<file path="config.mk">
export PLATFORM = sky130hd
export DESIGN_NAME = fetch_issue_stage
export DESIGN_NICKNAME = d
export VERILOG_FILES = /design/src/rtl/bgpu_pkg.sv /design/src/rtl/fetch_rr_picker.sv /design/src/rtl/fifo_v3.sv /design/src/rtl/fetch_issue_stage.sv
export SDC_FILE = /design/constraint.sdc
export NUM_CORES = 1
export LEC_CHECK = 0
export CAP_MARGIN = 20
export CORE_AREA = 2 2 289 291
export CTS_BUF_LIST = sky130_fd_sc_hd__clkbuf_16
export CTS_CLUSTER_SIZE = 25
export DETAILED_ROUTE_END_ITERATION = 6
export DIE_AREA = 0 0 291 293
export PLACE_DENSITY_LB_ADDON = 0.12
export SLEW_MARGIN = 5
export SYNTH_ARGS = -nofsm -noshare
export SYNTH_HDL_FRONTEND = slang
export SYNTH_HIERARCHICAL = 1
export SYNTH_SLANG_ARGS = --single-unit
</file>
<file path="constraint.sdc">
create_clock -name clk_i -period 5.2 [get_ports clk_i]
set_clock_uncertainty 0.1 [all_clocks]
set_input_delay 0.78 -clock clk_i [delete_from_list [all_inputs] [get_ports clk_i]]
set_output_delay 0.78 -clock clk_i [all_outputs]
set_load 0.02 [all_outputs]
</file>
<file path="src/rtl/bgpu_pkg.sv">
// Shared types for the fetch/issue stage: warp/subwarp ids, PC and mask types,
// and the per-fetch metadata record carried alongside each in-flight request.
package bgpu_pkg;

  localparam int unsigned NumWarps       = 8;
  localparam int unsigned WarpWidth      = 32;
  localparam int unsigned PcWidth        = 32;
  localparam int unsigned InstrWidth     = 32;
  localparam int unsigned MaxOutstanding = 4;

  localparam int unsigned WarpIdWidth    = $clog2(NumWarps);
  localparam int unsigned SubwarpIdWidth = $clog2(WarpWidth);
  localparam int unsigned OutPtrWidth    = $clog2(MaxOutstanding);
  localparam int unsigned OccWidth       = $clog2(MaxOutstanding) + 1;

  typedef logic [PcWidth-1:0]        pc_t;
  typedef logic [WarpWidth-1:0]      act_mask_t;
  typedef logic [WarpIdWidth-1:0]    warp_id_t;
  typedef logic [SubwarpIdWidth-1:0] subwarp_id_t;
  typedef logic [InstrWidth-1:0]     instr_t;

  typedef struct packed {
    pc_t         pc;
    act_mask_t   act_mask;
    warp_id_t    warp_id;
    subwarp_id_t subwarp_id;
  } fetch_meta_t;

  function automatic warp_id_t next_warp(input warp_id_t w);
    if (w == warp_id_t'(NumWarps - 1)) return '0;
    return w + 1'b1;
  endfunction

endpackage

</file>
<file path="src/rtl/fetch_rr_picker.sv">
// Round-robin picker: first ready warp at or after the priority pointer,
// wrapping; the pointer moves past the winner only when advance_i is high.
module fetch_rr_picker
  import bgpu_pkg::*;
(
  input  logic                clk_i,
  input  logic                rst_ni,
  input  logic [NumWarps-1:0] ready_i,
  input  logic                advance_i,
  output logic                valid_o,
  output warp_id_t            winner_o
);

  localparam logic [NumWarps-1:0] One = {{(NumWarps-1){1'b0}}, 1'b1};

  warp_id_t            ptr_q, ptr_d;
  logic [NumWarps-1:0] hi_mask, hi_req, hi_onehot, lo_onehot, sel_onehot;

  always_comb begin
    for (int i = 0; i < NumWarps; i++) begin
      hi_mask[i] = (i >= int'(ptr_q));
    end
    hi_req = ready_i & hi_mask;
    // x & -x isolates the lowest set bit.
    hi_onehot  = hi_req & (~hi_req + One);
    lo_onehot  = ready_i & (~ready_i + One);
    sel_onehot = (|hi_req) ? hi_onehot : lo_onehot;
    winner_o   = '0;
    for (int i = 0; i < NumWarps; i++) begin
      if (sel_onehot[i]) winner_o = winner_o | warp_id_t'(i);
    end
    valid_o = |ready_i;
    ptr_d   = (advance_i && valid_o) ? next_warp(winner_o) : ptr_q;
  end

  always_ff @(posedge clk_i or negedge rst_ni) begin
    if (!rst_ni) ptr_q <= '0;
    else         ptr_q <= ptr_d;
  end

endmodule

</file>
<file path="src/rtl/fifo_v3.sv">
// Small synchronous FIFO with the common_cells fifo_v3 port shape; registered
// output when FALL_THROUGH=0 (data pushed in cycle N is visible in N+1).
module fifo_v3 #(
  parameter bit          FALL_THROUGH = 1'b0,
  parameter int unsigned DEPTH        = 4,
  parameter type         dtype        = logic [31:0]
) (
  input  logic clk_i,
  input  logic rst_ni,
  input  logic flush_i,
  output logic full_o,
  output logic empty_o,
  input  dtype data_i,
  input  logic push_i,
  output dtype data_o,
  input  logic pop_i
);

  localparam int unsigned AddrW = (DEPTH > 1) ? $clog2(DEPTH) : 1;
  localparam int unsigned CntW  = $clog2(DEPTH + 1);

  dtype             mem_q [DEPTH];
  dtype             mem_d [DEPTH];
  logic [AddrW-1:0] rd_q, rd_d, wr_q, wr_d;
  logic [CntW-1:0]  cnt_q, cnt_d;

  function automatic logic [AddrW-1:0] inc_ptr(input logic [AddrW-1:0] p);
    return (p == AddrW'(DEPTH - 1)) ? '0 : p + 1'b1;
  endfunction

  assign full_o  = (cnt_q == CntW'(DEPTH));
  assign empty_o = (cnt_q == '0);

  always_comb begin
    mem_d  = mem_q;
    rd_d   = rd_q;
    wr_d   = wr_q;
    cnt_d  = cnt_q;
    data_o = mem_q[rd_q];
    if (push_i && !full_o) begin
      mem_d[wr_q] = data_i;
      wr_d        = inc_ptr(wr_q);
      cnt_d       = cnt_d + 1'b1;
    end
    if (pop_i && !empty_o) begin
      rd_d  = inc_ptr(rd_q);
      cnt_d = cnt_d - 1'b1;
    end
    // Bypass path: an empty FIFO can forward and consume in the same cycle.
    if (FALL_THROUGH && empty_o && push_i) begin
      data_o = data_i;
      if (pop_i) begin
        rd_d  = inc_ptr(rd_q);
        cnt_d = cnt_q;
      end
    end
    if (flush_i) begin
      rd_d  = '0;
      wr_d  = '0;
      cnt_d = '0;
    end
  end

  always_ff @(posedge clk_i or negedge rst_ni) begin
    if (!rst_ni) begin
      mem_q <= '{default: '0};
      rd_q  <= '0;
      wr_q  <= '0;
      cnt_q <= '0;
    end else begin
      mem_q <= mem_d;
      rd_q  <= rd_d;
      wr_q  <= wr_d;
      cnt_q <= cnt_d;
    end
  end

endmodule

</file>
<file path="src/rtl/fetch_issue_stage.sv">
// Fetch/issue stage: arbitrates ready warps, issues PCs to the I-cache, and
// pairs in-order cache responses with their metadata for the decoder.
module fetch_issue_stage
  import bgpu_pkg::*;
(
  input  logic                               clk_i,
  input  logic                               rst_ni,
  input  logic [NumWarps-1:0]                warp_ready_i,
  input  logic [NumWarps*PcWidth-1:0]        warp_pc_i,
  input  logic [NumWarps*WarpWidth-1:0]      warp_act_mask_i,
  input  logic [NumWarps*SubwarpIdWidth-1:0] warp_subwarp_id_i,
  output logic [NumWarps-1:0]                warp_selected_o,
  output logic                               ic_req_valid_o,
  input  logic                               ic_req_ready_i,
  output logic [PcWidth-1:0]                 ic_req_pc_o,
  output logic [WarpIdWidth-1:0]             ic_req_tag_o,
  input  logic                               ic_rsp_valid_i,
  input  logic [WarpIdWidth-1:0]             ic_rsp_tag_i,
  input  logic [InstrWidth-1:0]              ic_rsp_instr_i,
  output logic                               dec_valid_o,
  input  logic                               dec_ready_i,
  output logic [PcWidth-1:0]                 dec_pc_o,
  output logic [WarpWidth-1:0]               dec_act_mask_o,
  output logic [WarpIdWidth-1:0]             dec_warp_id_o,
  output logic [SubwarpIdWidth-1:0]          dec_subwarp_id_o,
  output logic [InstrWidth-1:0]              dec_instr_o
);

  logic        pick_valid;
  warp_id_t    winner;
  logic        req_hs, dec_hs;
  logic        meta_full, meta_empty, instr_full, instr_empty;
  fetch_meta_t meta_in, meta_head;
  instr_t      instr_head;

  warp_id_t               tag_q [MaxOutstanding];
  warp_id_t               tag_d [MaxOutstanding];
  logic [OutPtrWidth-1:0] tag_wr_q, tag_wr_d, tag_rd_q, tag_rd_d;
  logic [OccWidth-1:0]    outstanding_q, outstanding_d;

  fetch_rr_picker i_picker (
    .clk_i     (clk_i),
    .rst_ni    (rst_ni),
    .ready_i   (warp_ready_i),
    .advance_i (req_hs),
    .valid_o   (pick_valid),
    .winner_o  (winner)
  );

  // Gated by rst_ni so nothing is offered to the cache while reset is held.
  assign ic_req_valid_o = rst_ni && pick_valid && !meta_full;
  assign req_hs         = ic_req_valid_o && ic_req_ready_i;
  assign ic_req_tag_o   = winner;
  assign ic_req_pc_o    = warp_pc_i[int'(winner)*PcWidth +: PcWidth];

  always_comb begin
    warp_selected_o = '0;
    if (req_hs) warp_selected_o[winner] = 1'b1;
  end

  always_comb begin
    meta_in.pc         = ic_req_pc_o;
    meta_in.act_mask   = warp_act_mask_i[int'(winner)*WarpWidth +: WarpWidth];
    meta_in.warp_id    = winner;
    meta_in.subwarp_id = warp_subwarp_id_i[int'(winner)*SubwarpIdWidth +: SubwarpIdWidth];
  end

  fifo_v3 #(
    .FALL_THROUGH (1'b0),
    .DEPTH        (MaxOutstanding),
    .dtype        (fetch_meta_t)
  ) i_meta_fifo (
    .clk_i   (clk_i),
    .rst_ni  (rst_ni),
    .flush_i (1'b0),
    .full_o  (meta_full),
    .empty_o (meta_empty),
    .data_i  (meta_in),
    .push_i  (req_hs),
    .data_o  (meta_head),
    .pop_i   (dec_hs)
  );

  fifo_v3 #(
    .FALL_THROUGH (1'b0),
    .DEPTH        (MaxOutstanding),
    .dtype        (instr_t)
  ) i_instr_fifo (
    .clk_i   (clk_i),
    .rst_ni  (rst_ni),
    .flush_i (1'b0),
    .full_o  (instr_full),
    .empty_o (instr_empty),
    .data_i  (ic_rsp_instr_i),
    .push_i  (ic_rsp_valid_i),
    .data_o  (instr_head),
    .pop_i   (dec_hs)
  );

  assign dec_valid_o      = !instr_empty;
  assign dec_hs           = dec_valid_o && dec_ready_i;
  assign dec_pc_o         = meta_head.pc;
  assign dec_act_mask_o   = meta_head.act_mask;
  assign dec_warp_id_o    = meta_head.warp_id;
  assign dec_subwarp_id_o = meta_head.subwarp_id;
  assign dec_instr_o      = instr_head;

  // Tags of requests the cache has not answered yet, oldest at tag_rd_q.
  always_comb begin
    tag_d         = tag_q;
    tag_wr_d      = tag_wr_q;
    tag_rd_d      = tag_rd_q;
    outstanding_d = outstanding_q;
    if (req_hs) begin
      tag_d[tag_wr_q] = winner;
      tag_wr_d        = tag_wr_q + 1'b1;
    end
    if (ic_rsp_valid_i) tag_rd_d = tag_rd_q + 1'b1;
    case ({req_hs, ic_rsp_valid_i})
      2'b10:   outstanding_d = outstanding_q + 1'b1;
      2'b01:   outstanding_d = outstanding_q - 1'b1;
      default: outstanding_d = outstanding_q;
    endcase
  end

  always_ff @(posedge clk_i or negedge rst_ni) begin
    if (!rst_ni) begin
      tag_q         <= '{default: '0};
      tag_wr_q      <= '0;
      tag_rd_q      <= '0;
      outstanding_q <= '0;
    end else begin
      tag_q         <= tag_d;
      tag_wr_q      <= tag_wr_d;
      tag_rd_q      <= tag_rd_d;
      outstanding_q <= outstanding_d;
    end
  end

  a_rsp_outstanding: assert property (@(posedge clk_i) disable iff (!rst_ni)
    ic_rsp_valid_i |-> (outstanding_q != '0));
  a_rsp_in_order: assert property (@(posedge clk_i) disable iff (!rst_ni)
    ic_rsp_valid_i |-> (ic_rsp_tag_i == tag_q[tag_rd_q]));
  a_meta_no_overflow: assert property (@(posedge clk_i) disable iff (!rst_ni)
    !(req_hs && meta_full));
  a_instr_no_overflow: assert property (@(posedge clk_i) disable iff (!rst_ni)
    !(ic_rsp_valid_i && instr_full));
  a_no_pop_empty: assert property (@(posedge clk_i) disable iff (!rst_ni)
    dec_hs |-> !meta_empty);
  a_sel_onehot0: assert property (@(posedge clk_i) disable iff (!rst_ni)
    $onehot0(warp_selected_o));

endmodule

</file>
==> flow_metrics.tcl <==
set metrics [dict create \
    hold_start "i_instr_fifo/mem_q[64]$_DFFE_PN0P_" \
    drc 0 \
    syn_inst 1529 \
    core_um2 81850 \
    layout_commonest_cell "clkdlybuf4s50_1" \
    nets 2893 \
    leakage_nw 15.36 \
    status "completed" \
    internal-power_mw 13.28 \
    synth_area_um2 25170 \
    power.switching_mw 7.710 \
    rows 105 \
    cp.arrival_ns 4.17 \
    setup_violations 0 \
    grt_pass1_vias 18920 \
    place.gp.congestion 0.8943 \
    areaGrowthSynthToFinish_pct 40.88 \
    avgSynthCellArea_um2 16.46 \
    reg2reg_setup_slack_ns 1.19 \
    min_to "i_instr_fifo/mem_q[64]$_DFFE_PN0P_" \
    finalMaxSlewViolations 0 \
    die_y_um 293 \
    worstSetupStartpointType "input port" \
    start_util 0.3075 \
    cp_slowest_cell "clkdlybuf4s50_1" \
    path_clk_slew_ns 0.06 \
    cts_tree "yes" \
    cts_num_sinks 433 \
    period_needed_ns 5.052 \
    peakVddDrop_mv 0.2877 \
    p_clk_frac 0.162 \
    power_density_nw_per_um2 591.9 \
    post-route-util 0.4332 \
    grt_overflow 0 \
    n_fill_cell 7375 \
    power_frac_seq 0.262 \
    cts.root.buffer_cell "clkbuf_16" \
    final_cell_mix "clkdlybuf4s50_1 (739), dfrtp_1 (429), mux2_4 (286)" \
    drt-initial-drc-count 912 \
    maxCapViolCount 0 \
    fin_tns_setup_ns 0 \
    hold_class "reg -> reg" \
    worst_pin_slew_ns 1.052 \
    fmax_mhz 198.0 \
    p_comb_frac 0.576 \
    hold_viol_final 0 \
    power.share.switching 0.3674 \
    post-cts-setup-buffers 0 \
    numCtsBuffers 50 \
    firstDrtPassIters 6 \
    htreeDepth 2 \
    clk_path_buf_depth 3 \
    cp_data_required_time_ns 4.32 \
    grt_start_max_net_pins 188 \
    final_layout_size_suffix_gt1_frac 0.3858 \
    hold_slack_ns 0.3932 \
    cp_common_cell "clkdlybuf4s50_1" \
    rsz0062_at_grt "no" \
    die_w_um 291 \
    fin_crit_sh 0.9715 \
    critPathCaptureType "primary output" \
    min_delay_path_depth 1 \
    grt_pass1_wl_mm 130.6 \
    worstRegToRegCells 11 \
    setup_slack_ns 0.1483 \
    dp.cells 3291 \
    seqCellArea_um2 10850 \
    clk_latency_ns 0.59 \
    path_max_fanout 20 \
    relSlewSlack 0.2985 \
    track_usage 0.2052 \
    pre_cts_ws_ns -0.0004663 \
    ios 749 \
    dieArea_um2 85260 \
    multi_input_area_um2 13210 \
    synth_warnings 6 \
    via_per_inst 5.012 \
    dpl.hpwl_mm 65.69 \
    criticalPathCategory "in -> out" \
    portBuffers 745 \
    cp_cell_sequence "clkdlybuf4s50_1 -> or3_4 -> o311ai_4 -> nand3_1 -> a211oi_1 -> a211o_4 -> buf_12 -> mux4_2 -> mux2_2 -> clkdlybuf4s50_1" \
    antenna_found_initial 8 \
    critPathMaxStageDelay_ns 0.55 \
    r2r_end "i_meta_fifo/mem_q[242]$_DFFE_PN0P_" \
    wl_per_cell_um 26.08 \
    via_count 16960 \
    finalWirelength_mm 88.24 \
    ant_nets 0 \
    stdcell_count 3383 \
    rr_startpoint "i_picker/ptr_q[0]$_DFFE_PN0P_" \
]
-- power groups by stage --
stage | clock (mW) | combinational [mW] | sequential, mW
finish | 3.40 | 12.1 | 5.50
global placement | 0 | 12.1 | 5.45
floorplan | 0 | 8.00 | 5.19
detailed placement | 0 | 12.2 | 5.53
CTS | 3.52 | 12.3 | 5.51
global route | 3.66 | 12.8 | 5.69
-- cell type report --
cell class	count	share of cell area
diodes	1	0.00007058
clock buffers	51	0.03600
clock inverters	37	0.007870
inverters	22	0.002435
multi-input cells	931	0.3726
flip-flops and latches	433	0.3059
well taps	1070	0.03776
repair buffers	838	0.2374
-- layer usage --
layer / vias up / track usage / part of all wire
met2: 512 / 0.3392 / 0.48
met3: 82 / 0.03986 / 0.049
met4: 6 / 0.03892 / 0.017
li1: 7353 / - / -
met5: - / 0 / 0.00043
met1: 9002 / 0.2820 / 0.45
-- through the flow --
step / area, um2 / total power [mW]
6_report: 35460 / 20.99
5_1_grt: 35450 / 22.18
4_1_cts: 35410 / 21.32
3_5_place_dp: 33840 / 17.76
3_3_place_gp: 33840 / 17.56
2_1_floorplan: 25170 / 13.19
-- worst max-delay path by stage --
stage,startpoint,to,cells after the start
finish,warp_ready_i[4],ic_req_pc_o[4],10
global route,warp_ready_i[4],ic_req_pc_o[9],11
CTS,warp_ready_i[4],ic_req_pc_o[8],11
detailed placement,warp_ready_i[4],ic_req_pc_o[8],11
global placement,warp_ready_i[4],ic_req_pc_o[8],12
floorplan,warp_ready_i[3],ic_req_pc_o[10],10
-- sequential cells by signal (all words and copies together) (netlist names) --
name,flops
i_meta_fifo/rd_q,2
i_instr_fifo/wr_q,2
i_picker/ptr_q,3
i_instr_fifo/rd_q,2
i_meta_fifo/wr_q,2
i_instr_fifo/mem_q,128
i_instr_fifo/cnt_q,3
i_meta_fifo/cnt_q,3
i_meta_fifo/mem_q,288
-- critical path, delay by kind of cell --
family | cells | cell delay [ns]
buffers and inverters | 3 | 1.24
AO/OA/AOI/OAI | 3 | 0.80
AND/OR/NAND/NOR | 2 | 0.53
multiplexers | 2 | 0.81
-- repair_timing --
item,in CTS,in global routing
endpoints found under the setup margin,0,14
hold buffers,1,0
resized for setup,0,8
hold endpoints to repair,22,0
Power figures use the tool's default switching activity.
